$ cat src/rtl/divider_sequential_pkg.sv
// Shared types and constants for the sequential signed divider.
package divider_sequential_pkg;

    localparam int unsigned DIV_W = 32;

    typedef enum logic [1:0] {
        IDLE = 2'd0,
        CALC = 2'd1,
        DONE = 2'd2
    } div_state_e;

    // Counter must hold values 0..W.
    function automatic int unsigned cnt_width(input int unsigned w);
        return $clog2(w + 1);
    endfunction

    localparam int unsigned CNT_W = cnt_width(DIV_W);

endpackage

$ cat src/rtl/divider_sequential_if.sv
// Start/done handshake and operand/result bus of the sequential divider.
interface divider_sequential_if
    import divider_sequential_pkg::*;
#(
    parameter int unsigned W = DIV_W
);
    logic         start;
    logic [W-1:0] dividend;
    logic [W-1:0] divisor;
    logic         busy;
    logic         done;
    logic [W-1:0] quotient;
    logic [W-1:0] remainder;
    logic         div_by_zero;

    modport master (
        output start, dividend, divisor,
        input  busy, done, quotient, remainder, div_by_zero
    );

    modport slave (
        input  start, dividend, divisor,
        output busy, done, quotient, remainder, div_by_zero
    );
endinterface

$ cat src/rtl/divider_sequential_div_restoring_step.sv
// One restoring-division step: shift {rem, quo} left and conditionally subtract.
module divider_sequential_div_restoring_step
    import divider_sequential_pkg::*;
#(
    parameter int unsigned W = DIV_W
) (
    input  logic [W-1:0] rem_i,
    input  logic [W-1:0] quo_i,
    input  logic [W-1:0] dvs_i,
    output logic [W-1:0] rem_o,
    output logic [W-1:0] quo_o
);
    logic [W:0] rem_sh;
    logic [W:0] trial;

    // rem < dvs <= 2^(W-1), so the shifted remainder never overflows W+1 bits.
    always_comb begin
        rem_sh = {rem_i, quo_i[W-1]};
        trial  = rem_sh - {1'b0, dvs_i};
        if (!trial[W]) begin
            rem_o = trial[W-1:0];
            quo_o = {quo_i[W-2:0], 1'b1};
        end else begin
            rem_o = rem_sh[W-1:0];
            quo_o = {quo_i[W-2:0], 1'b0};
        end
    end
endmodule

$ cat src/rtl/divider_sequential.sv
// Iterative signed divider: sign-magnitude restoring division, one quotient bit per clock.
module divider_sequential
    import divider_sequential_pkg::*;
#(
    parameter int unsigned W = DIV_W
) (
    input  logic                 clk,
    input  logic                 rst,
    divider_sequential_if.slave  bus
);
    localparam int unsigned CW = cnt_width(W);

    div_state_e    state_q, state_d;
    logic [CW-1:0] cnt_q, cnt_d;
    logic [W-1:0]  rem_q, rem_d;
    logic [W-1:0]  quo_q, quo_d;
    logic [W-1:0]  dvs_q, dvs_d;
    logic          q_neg_q, q_neg_d;
    logic          r_neg_q, r_neg_d;
    logic          dz_q, dz_d;
    logic          busy_q, busy_d;
    logic          done_q, done_d;
    logic [W-1:0]  quotient_q, quotient_d;
    logic [W-1:0]  remainder_q, remainder_d;
    logic          div_by_zero_q, div_by_zero_d;

    logic          a_neg, b_neg;
    logic [W-1:0]  a_mag, b_mag;
    logic [W-1:0]  step_rem, step_quo;
    logic [W-1:0]  quo_signed, rem_signed, dvd_signed;

    divider_sequential_div_restoring_step #(.W(W)) u_step (
        .rem_i (rem_q),
        .quo_i (quo_q),
        .dvs_i (dvs_q),
        .rem_o (step_rem),
        .quo_o (step_quo)
    );

    // Magnitudes; the most-negative value maps to 2^(W-1) as an unsigned W-bit value.
    always_comb begin
        a_neg = bus.dividend[W-1];
        b_neg = bus.divisor[W-1];
        a_mag = a_neg ? W'(W'(0) - bus.dividend) : bus.dividend;
        b_mag = b_neg ? W'(W'(0) - bus.divisor)  : bus.divisor;
    end

    // Sign correction; on divide-by-zero quo_q still holds |dividend|.
    always_comb begin
        quo_signed = q_neg_q ? W'(W'(0) - quo_q) : quo_q;
        rem_signed = r_neg_q ? W'(W'(0) - rem_q) : rem_q;
        dvd_signed = r_neg_q ? W'(W'(0) - quo_q) : quo_q;
    end

    always_comb begin
        state_d       = state_q;
        cnt_d         = cnt_q;
        rem_d         = rem_q;
        quo_d         = quo_q;
        dvs_d         = dvs_q;
        q_neg_d       = q_neg_q;
        r_neg_d       = r_neg_q;
        dz_d          = dz_q;
        busy_d        = busy_q;
        done_d        = 1'b0;
        quotient_d    = quotient_q;
        remainder_d   = remainder_q;
        div_by_zero_d = div_by_zero_q;

        unique case (state_q)
            IDLE: begin
                if (bus.start) begin
                    rem_d   = '0;
                    quo_d   = a_mag;
                    dvs_d   = b_mag;
                    q_neg_d = a_neg ^ b_neg;
                    r_neg_d = a_neg;
                    dz_d    = (bus.divisor == '0);
                    cnt_d   = '0;
                    busy_d  = 1'b1;
                    state_d = (bus.divisor == '0) ? DONE : CALC;
                end
            end
            CALC: begin
                rem_d = step_rem;
                quo_d = step_quo;
                cnt_d = CW'(cnt_q + CW'(1));
                if (cnt_q == CW'(W - 1)) begin
                    state_d = DONE;
                end
            end
            DONE: begin
                done_d        = 1'b1;
                busy_d        = 1'b0;
                div_by_zero_d = dz_q;
                quotient_d    = dz_q ? '1 : quo_signed;
                remainder_d   = dz_q ? dvd_signed : rem_signed;
                state_d       = IDLE;
            end
            default: begin
                state_d = IDLE;
            end
        endcase
    end

    always_ff @(posedge clk) begin
        if (rst) begin
            state_q       <= IDLE;
            cnt_q         <= '0;
            rem_q         <= '0;
            quo_q         <= '0;
            dvs_q         <= '0;
            q_neg_q       <= 1'b0;
            r_neg_q       <= 1'b0;
            dz_q          <= 1'b0;
            busy_q        <= 1'b0;
            done_q        <= 1'b0;
            quotient_q    <= '0;
            remainder_q   <= '0;
            div_by_zero_q <= 1'b0;
        end else begin
            state_q       <= state_d;
            cnt_q         <= cnt_d;
            rem_q         <= rem_d;
            quo_q         <= quo_d;
            dvs_q         <= dvs_d;
            q_neg_q       <= q_neg_d;
            r_neg_q       <= r_neg_d;
            dz_q          <= dz_d;
            busy_q        <= busy_d;
            done_q        <= done_d;
            quotient_q    <= quotient_d;
            remainder_q   <= remainder_d;
            div_by_zero_q <= div_by_zero_d;
        end
    end

    assign bus.busy        = busy_q;
    assign bus.done        = done_q;
    assign bus.quotient    = quotient_q;
    assign bus.remainder   = remainder_q;
    assign bus.div_by_zero = div_by_zero_q;
endmodule

$ cat src/flat_wrapper.sv
// flat-port wrapper written by rule: the top's interface ports become plain ports
module divider_sequential_flat import divider_sequential_pkg::*;
#(
    parameter int unsigned W = DIV_W
)
  (clk, rst, bus_start, bus_dividend, bus_divisor, bus_busy, bus_done, bus_quotient, bus_remainder, bus_div_by_zero);
  divider_sequential_if #(.W(W)) bus_i ();
  input  logic clk;
  input  logic rst;
  input wire logic [$bits(bus_i.start)-1:0] bus_start;
  input wire logic [$bits(bus_i.dividend)-1:0] bus_dividend;
  input wire logic [$bits(bus_i.divisor)-1:0] bus_divisor;
  output wire logic [$bits(bus_i.busy)-1:0] bus_busy;
  output wire logic [$bits(bus_i.done)-1:0] bus_done;
  output wire logic [$bits(bus_i.quotient)-1:0] bus_quotient;
  output wire logic [$bits(bus_i.remainder)-1:0] bus_remainder;
  output wire logic [$bits(bus_i.div_by_zero)-1:0] bus_div_by_zero;
  assign bus_i.start = bus_start;
  assign bus_i.dividend = bus_dividend;
  assign bus_i.divisor = bus_divisor;
  assign bus_busy = bus_i.busy;
  assign bus_done = bus_i.done;
  assign bus_quotient = bus_i.quotient;
  assign bus_remainder = bus_i.remainder;
  assign bus_div_by_zero = bus_i.div_by_zero;
  divider_sequential #(.W(W)) u_core (.clk(clk), .rst(rst), .bus(bus_i));
endmodule
$ cat config.mk
export PLATFORM = sky130hd
export DESIGN_NAME = divider_sequential_flat
export DESIGN_NICKNAME = d
export VERILOG_FILES = /design/src/rtl/divider_sequential_pkg.sv /design/src/rtl/divider_sequential_if.sv /design/src/rtl/divider_sequential_div_restoring_step.sv /design/src/rtl/divider_sequential.sv /design/src/flat_wrapper.sv
export SDC_FILE = /design/constraint.sdc
export NUM_CORES = 1
export LEC_CHECK = 0
export ABC_CLOCK_PERIOD_IN_PS = 4190
export CORE_MARGIN = 3
export CORE_UTILIZATION = 42
export CTS_CLUSTER_SIZE = 14
export DETAILED_ROUTE_END_ITERATION = 10
export SLEW_MARGIN = 30
export SYNTH_ARGS = -nofsm -noshare
export SYNTH_HDL_FRONTEND = slang
export SYNTH_SLANG_ARGS = --single-unit
$ cat constraint.sdc
create_clock -name clk -period 4.19 [get_ports clk]
set_input_delay 0.838 -clock clk [delete_from_list [all_inputs] [get_ports clk]]
set_output_delay 0.838 -clock clk [all_outputs]
set_load 0.05 [all_outputs]
# Word level (Yosys, flattened, before mapping)
# Cells that the tools add are included.
# Widths: inputs -> output; s select.
[totals] ff_bits=174 input_bits=67 output_inout_bits=67 wordCells=55
[classes] add_sub_neg=6 eq_ne=5 mux=22 bitwise_logic=1 reduce_logical=8
[op_table] operator="$mux 32" n=10
[op_table] operator="$pmux 32 s2" n=2
[op_table] operator="$sub 1x32->32 const A" n=4
[op_table] operator="$sub 33x32->33" n=1
[op_table] operator="$logic_not 32->1" n=1
[op_table] operator="$pmux 6 s2" n=1
[op_table] operator="$reduce_and 2->1" n=4
[op_table] operator="$add 6x1->6 const B" n=1
[op_table] operator="$eq 6x5->1 const B" n=1
[op_table] operator="$mux 2" n=3
[op_table] operator="$mux 6" n=1
[op_table] operator="$pmux 2 s2" n=1
[op_table] operator="$reduce_bool 2->1" n=2
[op_table] operator="$mux 1" n=3
[op_table] operator="$eq 2x1->1 const B" n=1
[op_table] operator="$eq 2x2->1 const B" n=1
[op_table] operator="$logic_not 2->1" n=1
[op_table] operator="$ne 2x1->1 const B" n=1
[op_table] operator="$ne 2x2->1 const B" n=1
[op_table] operator="$pmux 1 s2" n=1
[op_table] operator="$xor 1x1->1" n=1

# Longest topological paths before layout
# Gate-level depths: netlist (run 1).
[depth] depth_word=4 mapped_depth=14 mapped_depth_nobuf=12

# Modules after synthesis
# Synthesis (run 1) repeated with hierarchy kept, for this count alone.
[unflattened] cells_unflattened=1532 area_unflattened_um2=12494.5
[modules_own_cells] module="divider_sequential" instances=1 cells_per_inst=1196 area_per_inst_um2=9903.2 seq_area_each_um2=3483.3
[modules_own_cells] module="divider_sequential_div_restoring_step" instances=1 cells_per_inst=336 area_per_inst_um2=2591.2 seq_area_each_um2=0.0

# Worst setup path before layout (run 1)
# OpenSTA, ideal clock, no wires.
[synth_timing] path_type="input-to-reg" from="in bus_divisor[5]" to="reg u_core.state_q[1]" setup_time_ps=103 arrival_ps=3207 t_required_ps=4087 setup_slack_ps=880 stages=7 n_path_buf=0 cell_sequence="or4_4 -> nor4_4 -> nand3_2 -> or3_4 -> or2_4 -> or4_4 -> a2111oi_2"
[synth_via] elab_chain_len=4
[synth_lines] item="from (decl)" line="flat_wrapper.sv:12" rtl="input wire logic [$bits(bus_i.divisor)-1:0] bus_divisor;"
[synth_lines] item="$logic_not 32->1" line="divider_sequential.sv:81" rtl="state_d = (bus.divisor == '0) ? DONE : CALC;"
[synth_lines] item="$mux 2" line="divider_sequential.sv:81"
[synth_lines] item="$mux 2" line="divider_sequential.sv:72" rtl="if (bus.start) begin"
[synth_lines] item="$pmux 2 s2" line="divider_sequential.sv:70" rtl="unique case (state_q)"
[synth_lines] item="to (signal assigned)" line="divider_sequential.sv:122" rtl="state_q <= state_d;"
[synth_lines] item="to (decl)" line="divider_sequential.sv:13" rtl="div_state_e state_q, state_d;"
# No other way between the ends. The select of a mux whose other input is x is not followed.
# A chain may end at the register's enable or synchronous reset.

# Worst setup path in the final report (run 1)
[layout_timing] from="reg u_core.quo_q[31]" to="reg u_core.rem_q[7]"
[layout_via] elab_chain_len=3
[layout_lines] item="from (decl)" line="divider_sequential.sv:16" rtl="logic [W-1:0] quo_q, quo_d;"
[layout_lines] item="from (signal assigned)" line="divider_sequential.sv:125" rtl="quo_q <= quo_d;"
[layout_lines] item="$sub 33x32->33" line="divider_sequential_div_restoring_step.sv:19" rtl="trial = rem_sh - {1'b0, dvs_i};"
[layout_lines] item="$mux 32" line="divider_sequential_div_restoring_step.sv:20" rtl="if (!trial[W]) begin"
[layout_lines] item="$pmux 32 s2" line="divider_sequential.sv:70"
[layout_lines] item="to (signal assigned)" line="divider_sequential.sv:124" rtl="rem_q <= rem_d;"
[layout_lines] item="to (decl)" line="divider_sequential.sv:15" rtl="logic [W-1:0] rem_q, rem_d;"
# No other way between the ends.

==> results.txt, run 1 <==
Synth Area in Compound Gates -> 24.1%
vias -> 10900
largest net degree at the start of global routing -> 82
share of cells above drive strength 1 -> 4.95%
CTS Root Cell -> clkbuf_16
CP Data Arrival Time -> 3.97 ns
dpl ws -> 0.244 ns
TritonCTS buffer count -> 17
ys async rst share -> 0%
Worst Hold Class -> reg2reg
most common cell in the synthesized netlist -> dfxtp_1
RSZ-0062 raised after global routing -> no
Post-CTS Resized -> 0
first-pass GRT wire length -> 54800 um
IO Count -> 134
Worst slew margin -> 38.5%
hold buffers post-CTS -> 0
crit path capture type -> register
main combinational cell family by area after synthesis -> compound AO/OA/AOI/OAI gates
final worst setup slack -> 0.518 ns
CP Launch Type -> register
# clock sinks -> 174
yosys warns -> 0
Die ar. -> 29100 um^2
crit share post-route -> 87.6%
setup bufs post-CTS -> 0
Synth top cells by count -> dfxtp_1, nand2_1, nor2_1, xnor2_1, clkbuf_1
TritonCTS clock tree -> built
final setup violation count -> 0
initial antenna violation count -> 0
Slew @ Worst Pin -> 0.922 ns
routability cong. -> 0.870
WP data required -> 4.49 ns
pwr dens -> 350 nW/um^2
Slew Limit Fails -> 0
syn_nets -> 1584
Synth Register Bits -> 174
area grow syn2layout -> 18.5%
initial core utilization -> 43.2%
Avg WL per Cell -> 18.1 um
total iterations of the first detailed-routing run -> 5
post-synthesis mux area share -> 2.66%
CTS max path bufs -> 2
drt via density -> 5.79
P_leak -> 5.15 nW
Synth Area per Inst -> 7.69 um^2
Synth area leaders -> dfxtp_1, xnor2_1, nand2_1
H-tree Lvls -> 4
count of cell types in the netlist -> 64
n_diodes -> 0
GRT Total Usage -> 23.4%
Nets -> 1647
DRC viols -> 0
Max Fanout on Critical Path -> 34
final hold vios -> 0
Reg clk slew, reported paths -> 0.07 ns
cell area after synthesis -> 11400 um^2
DIE HEIGHT -> 171 um
1st-iter DRT viols -> 905
total of max-cap violations -> 0
Routed Antenna Nets -> 0
IO buf count -> 133
fin crit period -> 3.67 ns
Layout Skew -> 0.0226 ns
worst skew pair latency -> 0.45 ns
post-synth top area share -> 30.6%
sequential area share after synthesis -> 30.6%
Adder-Cell Fraction of Synth Area -> 4.25%
FMAX -> 272 MHz
Post-Synth Simple-Gate Area -> 20.1%
final WL -> 34200 um
core area -> 26400 um^2
post-synth top area cell -> dfxtp_1
vias in the first global route -> 9997
Setup TNS -> 0 ns
number of synthesized flops with an enable pin -> 0
die width -> 171 um
Post-Synth XOR/XNOR Area -> 12.8%
Rows -> 59
ys flop type -> dfxtp_1
total grt overflow -> 0
status -> completed
WS Path Type -> reg2reg
VDD IR-drop max -> 0.000199 V
HPWL Detailed -> 25600 um
Post-Synthesis Cells -> 1479
-- worst max-delay path, cell delays in order, from the launching register on --
cell and delay (ns):
dfxtp_1 0.43, inv_1 0.11, ha_1 0.26, fa_1 0.42
nand2b_1 0.20, a211oi_1 0.31, o21ai_0 0.22, a31oi_1 0.30
a21oi_1 0.20, a21oi_1 0.26, xnor2_2 0.21, buf_12 0.29
mux2i_1 0.21, o21ai_0 0.10
-- path summary, 6_finish.rpt --
path	slack, ns	depth (start not counted)	endpoint	startpoint
setup / recovery	0.52	13	u_core.rem_q[7]	u_core.quo_q[31]
hold / removal	0.45	2	u_core.dvs_q[31]	u_core.dvs_q[31]
setup reg to reg	0.52	13	u_core.rem_q[7]	u_core.quo_q[31]
hold reg to reg	0.45	2	u_core.dvs_q[31]	u_core.dvs_q[31]
-- where the power goes --
part | total (mW) | internal [mW] | switching (mW) | leakage [nW]
Clock | 1.65 | 0.878 | 0.773 | 0.294
Combinational | 1.17 | 0.483 | 0.688 | 3.44
Sequential | 1.90 | 1.75 | 0.151 | 1.42
Total | 4.72 | 3.11 | 1.61 | 5.15
-- routing by layer --
metal | share of wire [%] | GRT usage, % | routed length, um
met1 | 50 | 35.5 | 17100
met2 | 44 | 35.2 | 15000
met3 | 5.2 | 3.33 | 1770
met4 | 1.0 | 4.59 | 341
met5 | 0 | 0 | 0
-- cells by family after synthesis --
family / after synthesis
flops: 174
simple gates: 486
mux: 29
xor+xnor: 166
buf+inv: 166
compound gates: 420
fa+ha+maj: 38
-- flip-flops by register name (all words and copies together) (netlist names) --
name	flops
u_core.state_q	2
u_core.dz_q	1
u_core.rem_q	32
u_core.r_neg_q	1
u_core.bus.done	1
u_core.bus.remainder	32
u_core.cnt_q	6
u_core.quo_q	32
u_core.q_neg_q	1
u_core.dvs_q	32
u_core.bus.quotient	32
u_core.bus.busy	1
u_core.bus.div_by_zero	1
-- area by class of cell --
| class | count | area [um^2] |
|---|---|---|
| clock buffer | 19 | 453 |
| tap | 335 | 419 |
| multi-input combinational | 1139 | 7280 |
| inverter | 60 | 225 |
| sequential | 174 | 3490 |
| fill | 2575 | 12900 |
| clock inverter | 13 | 150 |
| timing repair buffer | 150 | 1460 |
-- through the flow --
step	power, mW	utilization (%)	hold WS [ns]	instances	instance area [um^2]
after floorplan	2.73	-	0.432	1479	11400
after global placement	3.09	48.9	0.442	1858	12900
after detailed placement	3.10	48.8	0.451	1858	12900
after CTS	4.75	51.1	0.459	1890	13500
after global routing	4.95	51.1	0.483	1890	13500
final	4.72	51.1	0.455	1890	13500
-- placed cells by master (no fill, tap or decap), types with 20 or more instances in the layout --
master,instances
dfxtp_1,171
nand2_1,156
nor2_1,155
clkdlybuf4s50_1,131
xnor2_1,110
a21oi_1,98
o21ai_0,82
inv_1,58
xor2_1,55
a211oi_1,53
o31ai_1,38
ha_1,37
nor3_1,36
o22ai_1,32
mux2i_1,28
o221ai_1,23
or3_1,20
No activity file was read; power rests on OpenSTA's default activity.
==> inputs of run 2 (changes only) <==
--- a/config.mk
+++ b/config.mk
@@ -8,6 +8,7 @@
 export ABC_CLOCK_PERIOD_IN_PS = 4190
 export CORE_MARGIN = 3
 export CORE_UTILIZATION = 42
+export CTS_CLUSTER_DIAMETER = 60
 export CTS_CLUSTER_SIZE = 14
 export DETAILED_ROUTE_END_ITERATION = 10
 export SLEW_MARGIN = 30
==> results of run 2 <==
Same layout as run 1: the final DEF is identical, and so are final timing and power.
